<file path="src/rtl/cfg_reg_write_arbiter.sv">
// cfg_reg_write_arbiter
// Shares one write path into a bank of 32-bit configuration registers between
// NREQ requesters. One write is sequenced at a time through IDLE -> GRANT ->
// WRITE -> DONE, with round-robin arbitration and a per-requester ack/err pulse.
// Optional feature: define CFG_WRITE_LOCK_EN to add a 'lock' input and a
// LOCK_MASK parameter that rejects writes to masked registers while locked.

module cfg_reg_write_arbiter #(
  parameter int NREQ = 2,
  parameter int NREG = 16,
  parameter int AW   = 5
`ifdef CFG_WRITE_LOCK_EN
  ,
  parameter logic [NREG-1:0] LOCK_MASK = '1
`endif
) (
  input  logic               clk,
  input  logic               reset,
  input  logic               cfg_enable,
  input  logic [NREQ-1:0]    req_valid,
  input  logic [NREQ*AW-1:0] req_addr,
  input  logic [NREQ*32-1:0] req_data,
`ifdef CFG_WRITE_LOCK_EN
  input  logic               lock,
`endif
  output logic [NREQ-1:0]    req_ack,
  output logic [NREQ-1:0]    req_err,
  output logic [NREG-1:0]    reg_sel,
  output logic               reg_wr_stb,
  output logic [31:0]        reg_wdata,
  output logic               busy,
  output logic [1:0]         grant_id,
  output logic [15:0]        write_count
);

  typedef enum logic [1:0] {IDLE, GRANT, WRITE, DONE} state_t;

  state_t            state_q, state_d;
  logic [1:0]        rr_ptr;
  logic [AW-1:0]     addr_q;

  logic              pick_found;
  logic [1:0]        pick_id;
  logic [AW-1:0]     pick_addr;
  logic [31:0]       pick_data;
  logic              reject;
  logic [NREG-1:0]   sel_d;
  logic [NREQ-1:0]   gid_hot;
  logic [1:0]        next_ptr;
  int                idx;

  assign busy = (state_q != IDLE);

  // Round-robin pick, address/lock check and next-state decision
  always_comb begin
    state_d    = state_q;
    pick_found = 1'b0;
    pick_id    = '0;
    pick_addr  = '0;
    pick_data  = '0;
    idx        = 0;
    sel_d      = '0;
    gid_hot    = '0;
    reject     = (int'(addr_q) >= NREG);

    for (int k = 0; k < NREQ; k++) begin
      idx = int'(rr_ptr) + k;
      if (idx >= NREQ) idx = idx - NREQ;
      if (!pick_found && req_valid[idx]) begin
        pick_found = 1'b1;
        pick_id    = 2'(idx);
        pick_addr  = req_addr[idx*AW +: AW];
        pick_data  = req_data[idx*32 +: 32];
      end
    end

    for (int i = 0; i < NREG; i++) begin
      sel_d[i] = (addr_q == AW'(i));
`ifdef CFG_WRITE_LOCK_EN
      if (lock && LOCK_MASK[i] && (addr_q == AW'(i))) reject = 1'b1;
`endif
    end

    for (int i = 0; i < NREQ; i++) begin
      gid_hot[i] = (grant_id == 2'(i));
    end

    next_ptr = (grant_id == 2'(NREQ-1)) ? 2'd0 : grant_id + 2'd1;

    case (state_q)
      IDLE:    if (cfg_enable && pick_found) state_d = GRANT;
      GRANT:   state_d = reject ? DONE : WRITE;
      WRITE:   state_d = DONE;
      DONE:    state_d = IDLE;
      default: state_d = IDLE;
    endcase
  end

  // State register
  always_ff @(posedge clk or posedge reset) begin
    if (reset) state_q <= IDLE;
    else       state_q <= state_d;
  end

  // Latched request, bank-side strobes, handshake pulses and counters
  always_ff @(posedge clk or posedge reset) begin
    if (reset) begin
      grant_id    <= '0;
      addr_q      <= '0;
      reg_wdata   <= '0;
      reg_sel     <= '0;
      reg_wr_stb  <= 1'b0;
      req_ack     <= '0;
      req_err     <= '0;
      write_count <= '0;
      rr_ptr      <= '0;
    end else begin
      req_ack <= '0;
      req_err <= '0;
      case (state_q)
        IDLE: begin
          if (state_d == GRANT) begin
            grant_id  <= pick_id;
            addr_q    <= pick_addr;
            reg_wdata <= pick_data;
          end
        end
        GRANT: begin
          if (reject) begin
            req_err <= gid_hot;
            rr_ptr  <= next_ptr;
          end else begin
            reg_sel    <= sel_d;
            reg_wr_stb <= 1'b1;
          end
        end
        WRITE: begin
          reg_sel     <= '0;
          reg_wr_stb  <= 1'b0;
          req_ack     <= gid_hot;
          write_count <= write_count + 16'd1;
          rr_ptr      <= next_ptr;
        end
        default: ;
      endcase
    end
  end

endmodule

</file>
<file path="config.mk">
export PLATFORM = sky130hd
export DESIGN_NAME = cfg_reg_write_arbiter
export DESIGN_NICKNAME = d
export VERILOG_FILES = /design/src/rtl/cfg_reg_write_arbiter.sv
export SDC_FILE = /design/constraint.sdc
export NUM_CORES = 1
export LEC_CHECK = 0
export BUFFER_PORTS_ARGS = -buffer_cell sky130_fd_sc_hd__buf_2
export CORE_MARGIN = 1
export CORE_UTILIZATION = 53
export CTS_CLUSTER_SIZE = 25
export DETAILED_ROUTE_END_ITERATION = 8
export GPL_ROUTABILITY_DRIVEN = 1
export PLACE_DENSITY = 0.85
export SKIP_LAST_GASP = 1
export SLEW_MARGIN = 20
export SYNTH_ARGS = -nofsm -noshare
export SYNTH_HDL_FRONTEND = slang
export SYNTH_SLANG_ARGS = --single-unit
</file>
<file path="constraint.sdc">
create_clock -name clk -period 7.55 [get_ports clk]
set_input_delay 1.8875 -clock clk [delete_from_list [all_inputs] [get_ports clk]]
set_output_delay 1.8875 -clock clk [all_outputs]
set_load 0.03 [all_outputs]
</file>
Word-level counts from Yosys, hierarchy flattened
Cells that the tools add are included.
{"block": "word_totals", "regBits": 80, "inputBits": 79, "output_inout_bits": 72, "wordCells": 88}
{"block": "op_classes", "add_sub_neg": 5, "mul": 2, "order_cmp": 5, "eq_ne": 22, "shift": 4, "muxes": 29, "n_reduce_logical": 11}
{"cell": "32-bit two-way mux", "count": 4}
{"cell": "64-bit by 32-bit variable part select with 32-bit output", "count": 2}
{"cell": "32-bit by 3-bit < comparator with 1-bit output, second input constant", "count": 2}
{"cell": "32-bit by 4-bit multiplier with 32-bit output, second input constant", "count": 2}
{"cell": "10-bit by 32-bit variable part select with 5-bit output", "count": 2}
{"cell": "5-bit by 4-bit == test with 1-bit output, second input constant", "count": 8}
{"cell": "16-bit case mux with 2 select lines", "count": 1}
{"cell": "5-bit by 3-bit == test with 1-bit output, second input constant", "count": 4}
{"cell": "16-bit by 1-bit adder with 16-bit output, second input constant", "count": 1}
{"cell": "16-bit two-way mux", "count": 1}
{"cell": "2-bit two-way mux", "count": 8}
{"cell": "5-bit by 2-bit == test with 1-bit output, second input constant", "count": 2}
{"cell": "1-bit two-way mux", "count": 10}
{"cell": "5-bit two-way mux", "count": 2}
{"cell": "2-bit case mux with 4 select lines", "count": 1}
{"cell": "2-bit by 1-bit == test with 1-bit output, second input constant", "count": 3}
{"cell": "2-bit AND reduction", "count": 3}
{"cell": "5-bit by 1-bit == test with 1-bit output, second input constant", "count": 1}
{"cell": "5-bit greater-or-equal comparator, second input constant", "count": 1}
{"cell": "5-bit logical NOT", "count": 1}
{"cell": "2-bit == test, second input constant", "count": 2}
{"cell": "2-bit logical NOT", "count": 2}
{"cell": "2-bit != test, second input constant", "count": 2}
{"cell": "2-bit case mux with 2 select lines", "count": 1}
{"cell": "other kinds (10)", "count": 12}

Depth between registers and ports, before layout
{"block": "logic_depth", "word_depth": 14, "depth_mapped": 9, "ltp_nobuf": 8}

Worst setup path after synthesis
No wires, ideal clock.
{"block": "synth_path", "kind": "input-to-reg", "from": "input req_valid[0]", "to": "register addr_q[3]", "setup_time_ps": 129, "t_arrival_ps": 2783, "t_required_ps": 7421, "path_slack_ps": 4638, "path_stages": 6, "path_buffers": 2, "cell_sequence": "o21a_2 o21ai_2 buf_6 buf_4 mux2i_1 o31ai_1"}
{"block": "synth_between", "elab_chain_cells": 12, "elab_cells_between_ends": 17, "classes_between": "eq/ne (1); mux (12); reduce/logical (4)"}
{"element": "start: declaration", "line_no": "20", "rtl": "input logic [NREQ-1:0] req_valid,"}
{"element": "1-bit two-way mux (implied by the code) (3 in a row)", "line_no": "69", "rtl": "if (!pick_found && req_valid[idx]) begin"}
{"element": "1-bit two-way mux", "line_no": "69"}
{"element": "1-bit logical NOT", "line_no": "69"}
{"element": "1-bit logical AND", "line_no": "69"}
{"element": "1-bit two-way mux", "line_no": "69"}
{"element": "1-bit logical AND", "line_no": "91", "rtl": "IDLE: if (cfg_enable && pick_found) state_d = GRANT;"}
{"element": "2-bit two-way mux", "line_no": "91"}
{"element": "2-bit case mux with 4 select lines", "line_no": "90", "rtl": "case (state_q)"}
{"element": "2-bit by 1-bit == test with 1-bit output", "line_no": "122", "rtl": "if (state_d == GRANT) begin"}
{"element": "2-bit AND reduction (no source line)"}
{"element": "end signal: assignment", "line_no": "124", "rtl": "addr_q <= pick_addr;"}
{"element": "end: declaration", "line_no": "40", "rtl": "logic [AW-1:0] addr_q;"}
Parallel ways exist; a longest one is shown, timed or not. The select of a mux whose other input is x is not followed.
A chain may end at the register's enable or synchronous reset.

Worst setup path after layout
{"block": "layout_path", "from": "register state_q[0]", "to": "output busy"}
{"block": "layout_between", "elab_chain_cells": 1}
{"element": "start: declaration", "line_no": "38", "rtl": "state_t state_q, state_d;"}
{"element": "start signal: assignment", "line_no": "102", "rtl": "else state_q <= state_d;"}
{"element": "2-bit nonzero test", "line_no": "52", "rtl": "assign busy = (state_q != IDLE);"}
{"element": "end: declaration", "line_no": "31", "rtl": "output logic busy,"}
No other way between the ends.

==> flow_metrics.py <==
metrics = {
    "route": {
        "drt_first_iter_violations": 187,
        "wl_per_cell_um": 14.64,
        "drc": 0,
        "via_per_inst": 5.510,
        "vias": 3471,
        "firstDrtPassIters": 5,
        "routed_wl_mm": 9.224,
        "drtAntennaViolNets": 0,
    },
    "setup_path": {
        "crit_end": "busy",
        "slowest_stage": "dfrtp_1",
        "required_ns": 5.66,
        "setup.worst_path.class": "flop to output port",
        "cpPeakStageDelay_ns": 0.46,
        "path_cells": "inv_1 -> ha_1 -> inv_1 -> buf_2",
        "cp_max_fo": 5,
        "cp_top_family": "flip-flops",
        "end_kind": "output port",
        "crit_start": "state_q[0]",
        "startpoint_type": "flop",
        "crit_top_cell": "inv_1",
        "r2r_end": "addr_q[2]",
        "reg2reg_depth": 5,
        "cp.arrival_ns": 1.45,
        "crit_buf_inv": 3,
        "ff2ff_setup_slack_ns": 4.98,
        "rr_startpoint": "rr_ptr[0]",
        "cp.depth": 4,
    },
    "layout": {
        "fillers": 572,
        "final_nets": 613,
        "final_cell_mix": "150 x buf_2, 80 x dfrtp_1, 56 x nand2_1, 38 x o21ai_0, 33 x a22oi_1",
        "n_antenna_cell": 0,
        "area_delta_synth_final_pct": 25.06,
        "final_util_pct": 68.78,
        "mostFrequentLayoutCell": "buf_2",
        "drive_above_1_share_pct": 35.40,
    },
    "grt": {
        "track_usage_pct": 23.67,
        "grt_overflow": 0,
        "antenna_found_initial": 0,
        "grt_pass1_wl_mm": 14.29,
        "grt_pass1_vias": 3070,
        "grt_max_degree": 81,
    },
    "sta": {
        "setup_viol": 0,
        "fmax_mhz": 299.2,
        "worst_slew_pin_slew_ns": 1.022,
        "fin_crit_sh_pct": 44.27,
        "fin_worst_skew_ns": 0.008430,
        "rsz0062_at_grt": "false",
        "relSlewSlack_pct": 31.41,
        "hold_viol": 0,
        "maxSlewViolCount": 0,
        "fin_crit_ns": 3.342,
        "tns_ns": 0,
    },
    "synth": {
        "ys_top_cells_by_area": "dfrtp_1 50%, a22oi_1 6.2%, nand2_1 5.3%",
        "netlist_instances": 382,
        "synthDistinctLibCells": 51,
        "synth_flop_cell": "dfrtp_1",
        "ys_ff_latch": 80,
        "synthArstFlopShare_pct": 100.0,
        "synth.cell_area_um2": 3989,
        "syn_area_per_cell_um2": 10.44,
        "seq_area_frac_synth_pct": 50.19,
        "synth-edff-count": 0,
        "yosysWarnings": 0,
        "synth_top_area_share_pct": 50.19,
        "synth_top_area_cell": "dfrtp_1",
    },
    "die": {
        "core_area_um2": 7253,
        "dieArea_um2": 7877,
        "die_x_um": 88.76,
        "fp-row-count": 31,
        "fp.dieH_um": 88.76,
        "start_util_pct": 54.99,
        "io_pins": 151,
    },
    "place": {
        "hpwl_mm": 6.668,
        "port_buffers": 150,
        "gp_congestion": 0.8602,
    },
    "clocking": {
        "cts_setup_buffers": 0,
        "cts_root_buf": "clkbuf_8",
        "clockBufferDepth": 2,
        "clk_latency_ns": 0.35,
        "cts.sinks": 80,
        "cts_resized": 0,
        "clkTransAtPathRegs_ns": 0.08,
        "htree_levels": 3,
        "hold_buffers": 0,
        "cts_tree": "yes",
        "numCtsBuffers": 9,
    },
    "job": {
        "max_cap_viol_count": 0,
    },
    "run_status": {
        "status": "completed",
    },
    "min_path": {
        "hold_class": "flop to flop",
    },
    "pwr": {
        "p_leak_nw": 2.546,
        "ir_worst_vdd_mv": 0.1877,
        "powerDensity_nw_per_um2": 366.3,
    },
}
-- worst reg2reg max path, cell delays in order, from the launching register on --
cell	delay, ns
dfrtp_1	0.95
inv_2	0.18
ha_1	0.47
mux4_2	0.47
a22oi_1	0.21
o221ai_1	0.16
-- routing by layer --
layer / track usage, % / up-vias / part of all wire (%) / wire length [um]
li1: - / 1666 / - / -
met1: 33.19 / 1679 / 45 / 4111
met2: 35.80 / 116 / 49 / 4537
met3: 4.944 / 10 / 4.8 / 439
met4: 9.971 / 0 / 1.5 / 136
met5: 0 / - / 0 / 0
-- state kept, by name (all words and copies together), names as in the netlist --
register,cells
req_ack,2
reg_wr_stb,1
grant_id,2
reg_sel,16
rr_ptr,2
addr_q,5
write_count,16
reg_wdata,32
state_q,2
req_err,2
-- final cells by class --
class                      instances  area, um^2  share of cell area, %
clock inverter                     5       62.56                  1.254
sequential                        80        2002                  40.13
multi-input combinational        271        1833                  36.74
timing repair buffer             153       773.2                  15.50
inverter                          11       42.54                 0.8528
tap                               99       123.9                  2.483
clock buffer                      11       151.4                  3.035
-- Yosys cell counts, types with 4 or more instances --
master,number
dfrtp_1,80
nand2_1,56
o21ai_0,38
a22oi_1,33
buf_2,16
a21oi_1,13
inv_1,10
nor2_1,10
xnor2_1,10
mux2i_1,9
ha_1,7
a22o_1,6
mux4_2,6
nand3_1,6
xor2_1,6
nand2b_1,5
nand4_1,5
nor3_1,5
nor3b_1,5
o21ai_1,5
clkbuf_1,4
mux2_2,4
nor2b_1,4
-- worst min path at each step --
| stage | start | to | slack (ns) | cells past startpoint |
|---|---|---|---|---|
| 2_1_floorplan | addr_q[4] | addr_q[4] | 0.53 | 2 |
| 3_3_place_gp | reg_wdata[9] | reg_wdata[9] | 0.46 | 2 |
| 3_5_place_dp | write_count[15] | write_count[15] | 0.46 | 1 |
| 4_1_cts | write_count[15] | write_count[15] | 0.47 | 1 |
| 5_1_grt | write_count[15] | write_count[15] | 0.49 | 1 |
| 6_report | write_count[15] | write_count[15] | 0.47 | 1 |
-- where the power goes --
group	total, mW	switching (mW)	leakage [nW]	internal (mW)
Combinational	0.819	0.537	1.39	0.282
Clock	0.331	0.158	0.102	0.173
Sequential	0.677	0.123	1.06	0.555
Total	1.83	0.818	2.55	1.01
-- per-stage QoR --
| step | worst slack, ns | power, mW | cells | cell area [um^2] | hold WS (ns) |
|---|---|---|---|---|---|
| 2_1_floorplan | 3.611 | 1.295 | 386 | 4004 | 0.5327 |
| 3_5_place_dp | 3.921 | 1.503 | 614 | 4770 | 0.4574 |
| 6_report | 4.208 | 1.827 | 630 | 4989 | 0.4696 |
| 5_1_grt | 4.138 | 1.953 | 630 | 4989 | 0.4851 |
| 4_1_cts | 4.188 | 1.833 | 630 | 4984 | 0.4735 |
| 3_3_place_gp | 4.004 | 1.474 | 614 | 4770 | 0.4581 |
-- cells by family after synthesis --
family | count (synthesis) | synth area share [%]
multiplexers | 19 | 6.775
flip-flops | 80 | 50.19
adder cells (fa/ha/maj) | 8 | 2.698
other | 1 | 0.09401
AO/OA/AOI/OAI | 116 | 19.01
XOR/XNOR | 16 | 3.513
AND/OR/NAND/NOR | 107 | 13.17
buffers and inverters | 35 | 4.548
(Power assumes the default switching activity.)
